File: config.mk
export PLATFORM = sky130hd
export DESIGN_NAME = ascii_dec_counter
export DESIGN_NICKNAME = d
export VERILOG_FILES = /design/src/rtl/md5_pkg.sv /design/src/rtl/ascii_dec_add.sv /design/src/rtl/ascii_dec_counter.sv
export SDC_FILE = /design/constraint.sdc
export NUM_CORES = 1
export LEC_CHECK = 0
export BUFFER_PORTS_ARGS = -buffer_cell sky130_fd_sc_hd__buf_2
export CAP_MARGIN = 5
export CORE_ASPECT_RATIO = 1.75
export CORE_MARGIN = 2
export CORE_UTILIZATION = 55
export CTS_CLUSTER_DIAMETER = 150
export DETAILED_ROUTE_END_ITERATION = 10
export HOLD_SLACK_MARGIN = 0.08
export PLACE_DENSITY = 0.92
export SYNTH_ARGS = -nofsm -noshare
export SYNTH_HDL_FRONTEND = slang
export SYNTH_SLANG_ARGS = --single-unit
File: constraint.sdc
create_clock -name clk -period 21.2 [get_ports clk]
set_input_delay 4.24 -clock clk [delete_from_list [all_inputs] [get_ports clk]]
set_output_delay 4.24 -clock clk [all_outputs]
set_load 0.005 [all_outputs]
File: src/rtl/md5_pkg.sv
// Shared definitions for the MD5 candidate-generation datapath:
// ASCII digit constants, the counter state type and a digit test helper.
package md5_pkg;

    localparam logic [7:0] ASCII_0 = 8'h30;
    localparam logic [7:0] ASCII_9 = 8'h39;

    typedef enum logic [1:0] {
        IDLE,
        RUN,
        DONE
    } state_e;

    function automatic logic ascii_is_digit(input logic [7:0] c);
        return (c >= ASCII_0) && (c <= ASCII_9);
    endfunction

endpackage

File: src/rtl/ascii_dec_add.sv
// Combinational ripple adder of a small constant k (0..9) onto an ASCII decimal string.
// Byte 0 is the least significant digit; carry_out flags a wrap past all-'9'.
module ascii_dec_add
    import md5_pkg::*;
#(
    parameter int DIGITS = 8
) (
    input  logic [8*DIGITS-1:0] value,
    input  logic [3:0]          k,
    output logic [8*DIGITS-1:0] sum,
    output logic                carry_out
);

    // k only enters at the least significant digit; higher digits see just the carry.
    always_comb begin
        logic [4:0] t;
        logic       c;
        sum = '0;
        c   = 1'b0;
        t   = '0;
        for (int d = 0; d < DIGITS; d++) begin
            t = 5'(value[8*d +: 8] - ASCII_0) + {4'd0, c} + ((d == 0) ? {1'b0, k} : 5'd0);
            c = (t > 5'd9);
            sum[8*d +: 8] = ASCII_0 + {4'd0, (c ? 4'(t - 5'd10) : t[3:0])};
        end
        carry_out = c;
    end

endmodule

File: src/rtl/ascii_dec_counter.sv
// Multi-lane ASCII decimal candidate generator: presents LANES consecutive values per
// batch and sweeps a loaded inclusive [start, end] range under valid/ready flow control.
module ascii_dec_counter
    import md5_pkg::*;
#(
    parameter int DIGITS = 8,
    parameter int LANES  = 1
) (
    input  logic                      clk,
    input  logic                      reset_n,
    input  logic                      load,
    input  logic [8*DIGITS-1:0]       start_value,
    input  logic [8*DIGITS-1:0]       end_value,
    input  logic                      enable,
    output logic                      out_valid,
    input  logic                      out_ready,
    output logic [LANES*8*DIGITS-1:0] cand,
    output logic [LANES-1:0]          lane_mask,
    output logic                      last,
    output logic                      busy,
    output logic                      done
);

    localparam int W = 8 * DIGITS;

    state_e           state_q, state_d;
    logic [W-1:0]     base_q, base_d;
    logic [W-1:0]     end_q, end_d;
    logic [W-1:0]     base_next;
    logic             next_wrap;
    logic [LANES-1:0] lane_wrap;
    logic             last_rule;
    logic             accept;

    function automatic logic [W-1:0] sanitize(input logic [W-1:0] v);
        logic [W-1:0] r;
        r = '0;
        for (int d = 0; d < DIGITS; d++)
            r[8*d +: 8] = ascii_is_digit(v[8*d +: 8]) ? v[8*d +: 8] : ASCII_0;
        return r;
    endfunction

    for (genvar i = 0; i < LANES; i++) begin : g_lane
        ascii_dec_add #(.DIGITS(DIGITS)) u_lane (
            .value     (base_q),
            .k         (4'(i)),
            .sum       (cand[i*W +: W]),
            .carry_out (lane_wrap[i])
        );
        assign lane_mask[i] = !lane_wrap[i] && (cand[i*W +: W] <= end_q);
    end

    ascii_dec_add #(.DIGITS(DIGITS)) u_step (
        .value     (base_q),
        .k         (4'(LANES)),
        .sum       (base_next),
        .carry_out (next_wrap)
    );

    assign last_rule = (lane_mask != {LANES{1'b1}}) || (cand[(LANES-1)*W +: W] == end_q);
    assign out_valid = (state_q == RUN);
    assign busy      = (state_q == RUN);
    assign done      = (state_q == DONE);
    assign last      = out_valid && last_rule;
    assign accept    = out_valid && out_ready;

    always_ff @(posedge clk or negedge reset_n) begin
        if (!reset_n) begin
            state_q <= IDLE;
            base_q  <= {DIGITS{ASCII_0}};
            end_q   <= {DIGITS{ASCII_9}};
        end else begin
            state_q <= state_d;
            base_q  <= base_d;
            end_q   <= end_d;
        end
    end

    // Load overrides everything, including a same-cycle accept whose advance is dropped.
    always_comb begin
        state_d = state_q;
        base_d  = base_q;
        end_d   = end_q;
        if (load) begin
            state_d = IDLE;
            base_d  = sanitize(start_value);
            end_d   = sanitize(end_value);
        end else begin
            unique case (state_q)
                IDLE: if (enable) state_d = RUN;
                RUN: begin
                    if (accept) begin
                        if (last_rule) begin
                            state_d = DONE;
                        end else begin
                            // A wrapping step always coincides with last, so this never blocks a real advance.
                            if (!next_wrap) base_d = base_next;
                            if (!enable) state_d = IDLE;
                        end
                    end
                end
                DONE: state_d = DONE;
                default: state_d = IDLE;
            endcase
        end
    end

endmodule

[Word-level counts from Yosys, hierarchy flattened]
Cells that the tools add are included.
Operators by class
  add/subtract/negate cells: 55
  order comparisons: 49
  equality and inequality tests: 8
  multiplexer cells: 43
  bitwise gates (word level): 1
  reduce and logical (&&, ||, !) cells: 26
Operators with widths (number)
  $mux 61: 5
  $ge 8x6->1 const B: 16
  $le 8x6->1 const B: 16
  $mux 8: 15
  $add 6x4->7 const A: 15
  $gt 5x4->1 const B: 16
  $add 5x1->5: 14
  $eq 64x64->1: 1
  $le 64x64->1: 1
  $mux 4: 16
  $sub 4x4->4 const B: 16
  $sub 5x5->5 const B: 8
  $logic_and 1x1->1: 19
  $mux 2: 5
  $pmux 2 s3: 1
  $add 5x1->5 const B: 1
  $add 5x4->5 const A: 1
  $mux 5: 1
  $ne 2x2->1 const B: 2
  $ne 4x3->1 const B: 1
  $reduce_and 4->1: 1
  $reduce_bool 2->1: 2
  $ne 3x2->1 const B: 1
  $ne 3x3->1 const B: 1
  7 further kinds: 7
Word-level totals
  bits in registers: 127

[Depth between registers and ports, before layout]
  depth in word-level cells: 26
  mapped depth: 70
  depth with buffers taken out: 69

[Cells and area by module]
From an unflattened synthesis, not the netlist that was laid out.
Unflattened totals
  cell total of the unflattened synthesis: 1163
  area total of the unflattened synthesis: 10432.5 um2
Modules (own cells, without submodules)
  ascii_dec_counter: times used 1, cells an instance 747, area each 7284.5 um2, seq. area each 3313.2 um2
  ascii_dec_add: times used 2, cells an instance 208, area each 1574.0 um2, seq. area each 0.0 um2

[Least setup slack after synthesis]
No wires, ideal clock.
  kind: flip-flop to output port
  from: register base_q[2]
  to: output last
  arrival time: 10.763 ns
  required time: 16.960 ns
  path slack: 6.197 ns
  cell stages (with the launch flop): 58
  path buffers: 0
  path through: dfrtp_1 inv_1 ha_1 a21boi_0 o21ai_0 ha_1 nand3_1 xnor2_1 nand2_1 a21oi_1 a221o_1 ha_1 nand3_1 xnor2_1 nand2_1 a21oi_1 a221o_1 ha_1 [22 not listed] a21oi_1 o21ai_0 ha_1 ha_1 xnor2_2 ha_1 nor2b_1 a211oi_1 o32ai_2 nor2_1 xnor2_1 ha_1 nand4_1 nor4_1 nand3_1 a21oi_1 nor4_4 nor3_1
On the way
  cells in the longest elaborated chain, start to end: 23
  elaborated cells between the ends (all ways): 47
  classes of those cells: 24 x add/sub; 9 x order compare; 1 x eq/ne; 8 x mux; 1 x bitwise; 4 x reduce/logical
Ends and longest elaborated chain
  start, declared: line ascii_dec_counter.sv:27  | logic [W-1:0] base_q, base_d;
  start signal, assigned: line ascii_dec_counter.sv:70  | base_q <= {DIGITS{ASCII_0}};
  start signal, assigned: line ascii_dec_counter.sv:74  | base_q <= base_d;
  $sub 5x5->5 (*): line ascii_dec_add.sv:22  | t = 5'(value[8*d +: 8] - ASCII_0) + {4'd0, c} + ((d == 0) ? {1'b0, k} : 5'd0);
  $gt 5x4->1 (*): line ascii_dec_add.sv:23  | c = (t > 5'd9);
  $add 5x1->5 (*): line ascii_dec_add.sv:22
  $gt 5x4->1 (*): line ascii_dec_add.sv:23
  $add 5x1->5 (*): line ascii_dec_add.sv:22
  $gt 5x4->1 (*): line ascii_dec_add.sv:23
  $add 5x1->5 (*): line ascii_dec_add.sv:22
  $gt 5x4->1 (*): line ascii_dec_add.sv:23
  [8 not listed]
  $mux 4 (*): line ascii_dec_add.sv:24  | sum[8*d +: 8] = ASCII_0 + {4'd0, (c ? 4'(t - 5'd10) : t[3:0])};
  $add 6x4->7 (*): line ascii_dec_add.sv:24
  via cand[59]: line ascii_dec_counter.sv:17  | output logic [LANES*8*DIGITS-1:0] cand,
  $le 64x64->1: line ascii_dec_counter.sv:50  | assign lane_mask[i] = !lane_wrap[i] && (cand[i*W +: W] <= end_q);
  $logic_and 1x1->1: line ascii_dec_counter.sv:50
  $not 1->1: line ascii_dec_counter.sv:60  | assign last_rule = (lane_mask != {LANES{1'b1}}) || (cand[(LANES-1)*W +: W] == end_q);
  $logic_or 1x1->1 (*): line ascii_dec_counter.sv:60
  $logic_and 1x1->1 (*): line ascii_dec_counter.sv:64  | assign last = out_valid && last_rule;
  end, declared: line ascii_dec_counter.sv:19  | output logic last,
The timed path passes the listed nets; every way through them passes the cells marked *.

[Worst setup path in the final report]
  from: register base_q[0]
  to: register base_q[26]
On the way
  cells in the longest elaborated chain, start to end: 24
  elaborated cells between the ends (all ways): 73
  classes of those cells: 34 x add/sub; 17 x order compare; 3 x eq/ne; 14 x mux; 1 x bitwise; 4 x reduce/logical
Ends and longest elaborated chain (line)
  $sub 5x5->5 (*): ascii_dec_add.sv:22
  $gt 5x4->1: ascii_dec_add.sv:23
  $add 5x1->5: ascii_dec_add.sv:22
  $gt 5x4->1: ascii_dec_add.sv:23
  $add 5x1->5: ascii_dec_add.sv:22
  $gt 5x4->1: ascii_dec_add.sv:23
  $add 5x1->5: ascii_dec_add.sv:22
  $gt 5x4->1: ascii_dec_add.sv:23
  [8 not listed]
  $mux 4: ascii_dec_add.sv:24
  $add 6x4->7: ascii_dec_add.sv:24
  $le 64x64->1: ascii_dec_counter.sv:50
  $logic_and 1x1->1: ascii_dec_counter.sv:50
  $not 1->1: ascii_dec_counter.sv:60
  $logic_or 1x1->1: ascii_dec_counter.sv:60
  $ne 2x2->1 (no line)
  $reduce_and 4->1 (no line)
Every way passes the cells marked *; elsewhere a longest branch is shown, timed or not. The select of a mux whose other input is x is not followed.
A chain may end at the register's enable or synchronous reset.

==> impl_results.md <==
- Drt pass-1 iters: 5
- GPL Wtd Cong: 0.890
- Longest Clk Path Bufs: 2
- Cell area after synthesis: 0.00839 sq mm
- Clk Latency, worst-skew pair: about 0.35 ns
- Share of cells above drive strength 1: a little under a quarter
- Required @ worst endpoint: around 21 ns
- Maxcap violations: 0
- Horiz. Die Dim: about 97 um
- Layout area overhead: 13.2%
- Total chip power: around 0.59 mW
- Status: finished clean
- Final wirelength: just over 20000 um
- Seq/Total Area, Yosys: 32.2%
- Final setup violating endpoints: 0
- Synth Area in XOR/XNOR: 5.73%
- Initial antenna violation count: 0
- Slew @ Worst Pin: 0.957 ns
- # rows: slightly below 60
- Leak: ~4.7 nW
- Final HPWL from detailed placement: around 16000 um
- Buf/Inv on CP: 10
- Number of routed nets with antenna violations: 0
- # DRC: 0
- CP max-delay cell: nor4_1
- Via count: approximately 7400
- Starting DRT DRC Count: slightly below 300
- Cells after synthesis: between 900 and 1000
- Routed wire per std cell: approximately 16 um
- Synth Area in Compound Gates: about 15%
- Avg Vias per Cell: ~5.8
- CP endpoint kind: flop
- Synth warn: 0
- Crit path arrival time: 18.25 ns
- Distinct cells, synth: 64
- Total die area: approximately 0.016 sq mm
- Cts bufs inserted: 9
- Post-synth EDFFs: 0
- Worst-path clk slew: approximately 0.070 ns
- Fmax: approximately 56 MHz
- Final Cycle Share: 85.0%
- Pins Over Slew Limit: 0
- Total track usage: between 20% and 30%
- Final #Nets: approximately 1300
- Largest net degree at the start of global routing: 66
- Critical path type: flop to flop
- DP Area: approximately 0.009 sq mm
- Worst Setup Start Kind: flop
- Worst VDD drop: roughly 0.049 mV
- Boundary Pins: between 200 and 250
- # port buffers: around 170
- Syn_area_per_cell: 8.75 sq um
- Clock root buffer: clkbuf_16
- Most frequent CP cell: ha_1
- Simple-gate share of the synthesized area: between 15 and 20%
- CTS tree: built
- Primary FF master, synth: dfrtp_1
- Synth async-reset ratio: 100%
- Setup tns final: 0 ns
- PwrDens: between 60 and 70 mW/mm^2
- Largest family of logic cells by synthesized area: simple AND/OR/NAND/NOR gates
- Worst slew margin: between 30 and 40%
- Hold Vio Cnt, Final: 0
- H-tree Lvls: 3
- Setup Fix Bufs, Post-CTS: 0
- Maximum fanout along the worst path: 23
- Clk sink count: 106
- # diodes: 0
- Synth Register Bits: ~110
- Worst path max stage delay: 0.74 ns
- Adder-Cell Fraction of Synth Area: a little over an eighth
- # fillers: between 1000 and 1500
- Hold buffers post-CTS: 0
- Most frequent cells in the layout: buf_2 (167), inv_1 (119), ha_1 (88)
- Post-route minimum period: about 18 ns
- Clock Skews: around 0.011 ns
- Vias in the first global route: approximately 7500
- Remaining global-route overflow: 0
- Starting Density: 56.3%
- Die Y: 167 um
- Core area: 0.0149 sq mm
- Commonest non-fill, non-tap cell in the layout: buf_2
- Hold Path Class: flop to flop
- Resized Gates After CTS: 0
- First-pass GRT wire length: between 30000 and 40000 um
- CP delay by family, top: adder cells
- RSZ-0062 raised after global routing: false
- Fin area: 0.00950 sq mm
- Post-synthesis mux area share: 5.59%
## where the power goes
group	internal, mW	switching, mW	total, mW
Sequential	0.211	0.0139	0.224
Combinational	0.0872	0.117	0.204
Clock	0.0898	0.0764	0.166
Total	0.388	0.207	0.595
## cell families (layout without fill, tap and decap cells)
logic type | count (synthesis) | count (layout)
xor gates and xnor gates | 54 | 54
AOI/OAI and AO/OA | 196 | 196
DFF | 106 | 106
adders and majority gates | 88 | 88
other | 2 | 32
muxes | 43 | 43
and+or+nand+nor | 283 | 283
buffers and inverters | 187 | 307
## registers in the layout, indices dropped and copies added (netlist names)
name     flops
end_q       64
base_q      40
state_q      2
## area by class of cell
| cell class | count | area [sq um] | area share [%] |
|---|---|---|---|
| clock buffer | 13 | 270 | 2.85 |
| clock inverter | 3 | 21.3 | 0.224 |
| sequential | 106 | 2700 | 28.5 |
| timing repair buffer | 172 | 873 | 9.20 |
| multi-input combinational | 696 | 4950 | 52.2 |
| inverter | 119 | 447 | 4.70 |
| tap | 183 | 229 | 2.41 |
## worst register-to-register path: cells and delay by family, from the launching register on
family	cells	cell delay (ns)
simple gates	8	3.29
compound gates	19	4.35
xor+xnor	7	2.46
buf+inv	10	1.41
fa+ha+maj	23	5.49
mux	1	0.39
flops	1	0.51
## per-layer routing
layer  part of all wire [%]  routed length, um  global-route usage [%]  vias up
met5                      0                  0                       0        -
met4                    5.1               1060                    13.6        0
met3                    4.6                954                    3.05       77
met2                     54              11100                    47.3      296
met1                     36               7450                    26.1     3504
li1                       -                  -                       -     3572
## metrics by stage
| stage | setup slack [ns] | instances | hold WS (ns) | utilization [%] |
|---|---|---|---|---|
| 6_report | 3.18 | 1292 | 0.482 | 63.7 |
| 3_3_place_gp | 4.27 | 1276 | 0.477 | 61.7 |
| 2_1_floorplan | 6.20 | 989 | 0.456 | - |
| 3_5_place_dp | 3.70 | 1276 | 0.472 | 61.7 |
| 4_1_cts | 3.47 | 1292 | 0.483 | 63.7 |
| 5_1_grt | 1.88 | 1292 | 0.510 | 63.7 |
## cell usage after synthesis (3+ instances only)
cell type	number	area [sq um]
ha_1	88	1100
inv_1	119	447
nand4bb_1	5	56.3
a21boi_0	5	37.5
nor4_1	8	50.1
a31oi_1	4	25.0
nand3b_1	3	22.5
xnor2_1	48	420
o21ai_0	46	230
nand2_1	78	293
a2bb2oi_1	3	26.3
nor2_1	31	116
nand2b_1	10	62.6
and4_1	3	26.3
o22ai_1	43	269
or2_2	16	100
mux2_2	10	113
a221o_1	6	60.1
nand3_1	41	205
a2111oi_0	7	61.3
o211ai_1	8	60.1
xor2_1	5	43.8
o21a_1	3	22.5
a21o_1	4	30.0
nor3_1	21	105
clkbuf_1	27	101
nor2b_1	29	181
and3_1	13	81.3
nand4_1	13	81.3
dfrtp_1	66	1650
o31ai_1	5	37.5
mux2i_1	12	120
a211oi_1	12	90.1
dfstp_2	40	1050
buf_1	3	11.3
buf_4	34	255
a21oi_1	30	150
and2_1	4	25.0
mux2_1	21	236
## path summary, 6_finish.rpt
check,cells after the start,endpoint,start,slack (ns)
setup reg to reg,68,base_q[26]$_DFFE_PN0P_,base_q[0]$_DFFE_PN0P_,3.18
hold / removal,2,end_q[0]$_DFFE_PN1P_,end_q[0]$_DFFE_PN1P_,0.48
min in group asynchronous,1,end_q[55]$_DFFE_PN0P_,reset_n,3.89
max in group asynchronous,2,base_q[32]$_DFFE_PN0P_,reset_n,16.14
hold reg to reg,2,end_q[0]$_DFFE_PN1P_,end_q[0]$_DFFE_PN1P_,0.48
setup / recovery,68,base_q[26]$_DFFE_PN0P_,base_q[0]$_DFFE_PN0P_,3.18
Note: power is estimated with default switching activity, not from simulation.
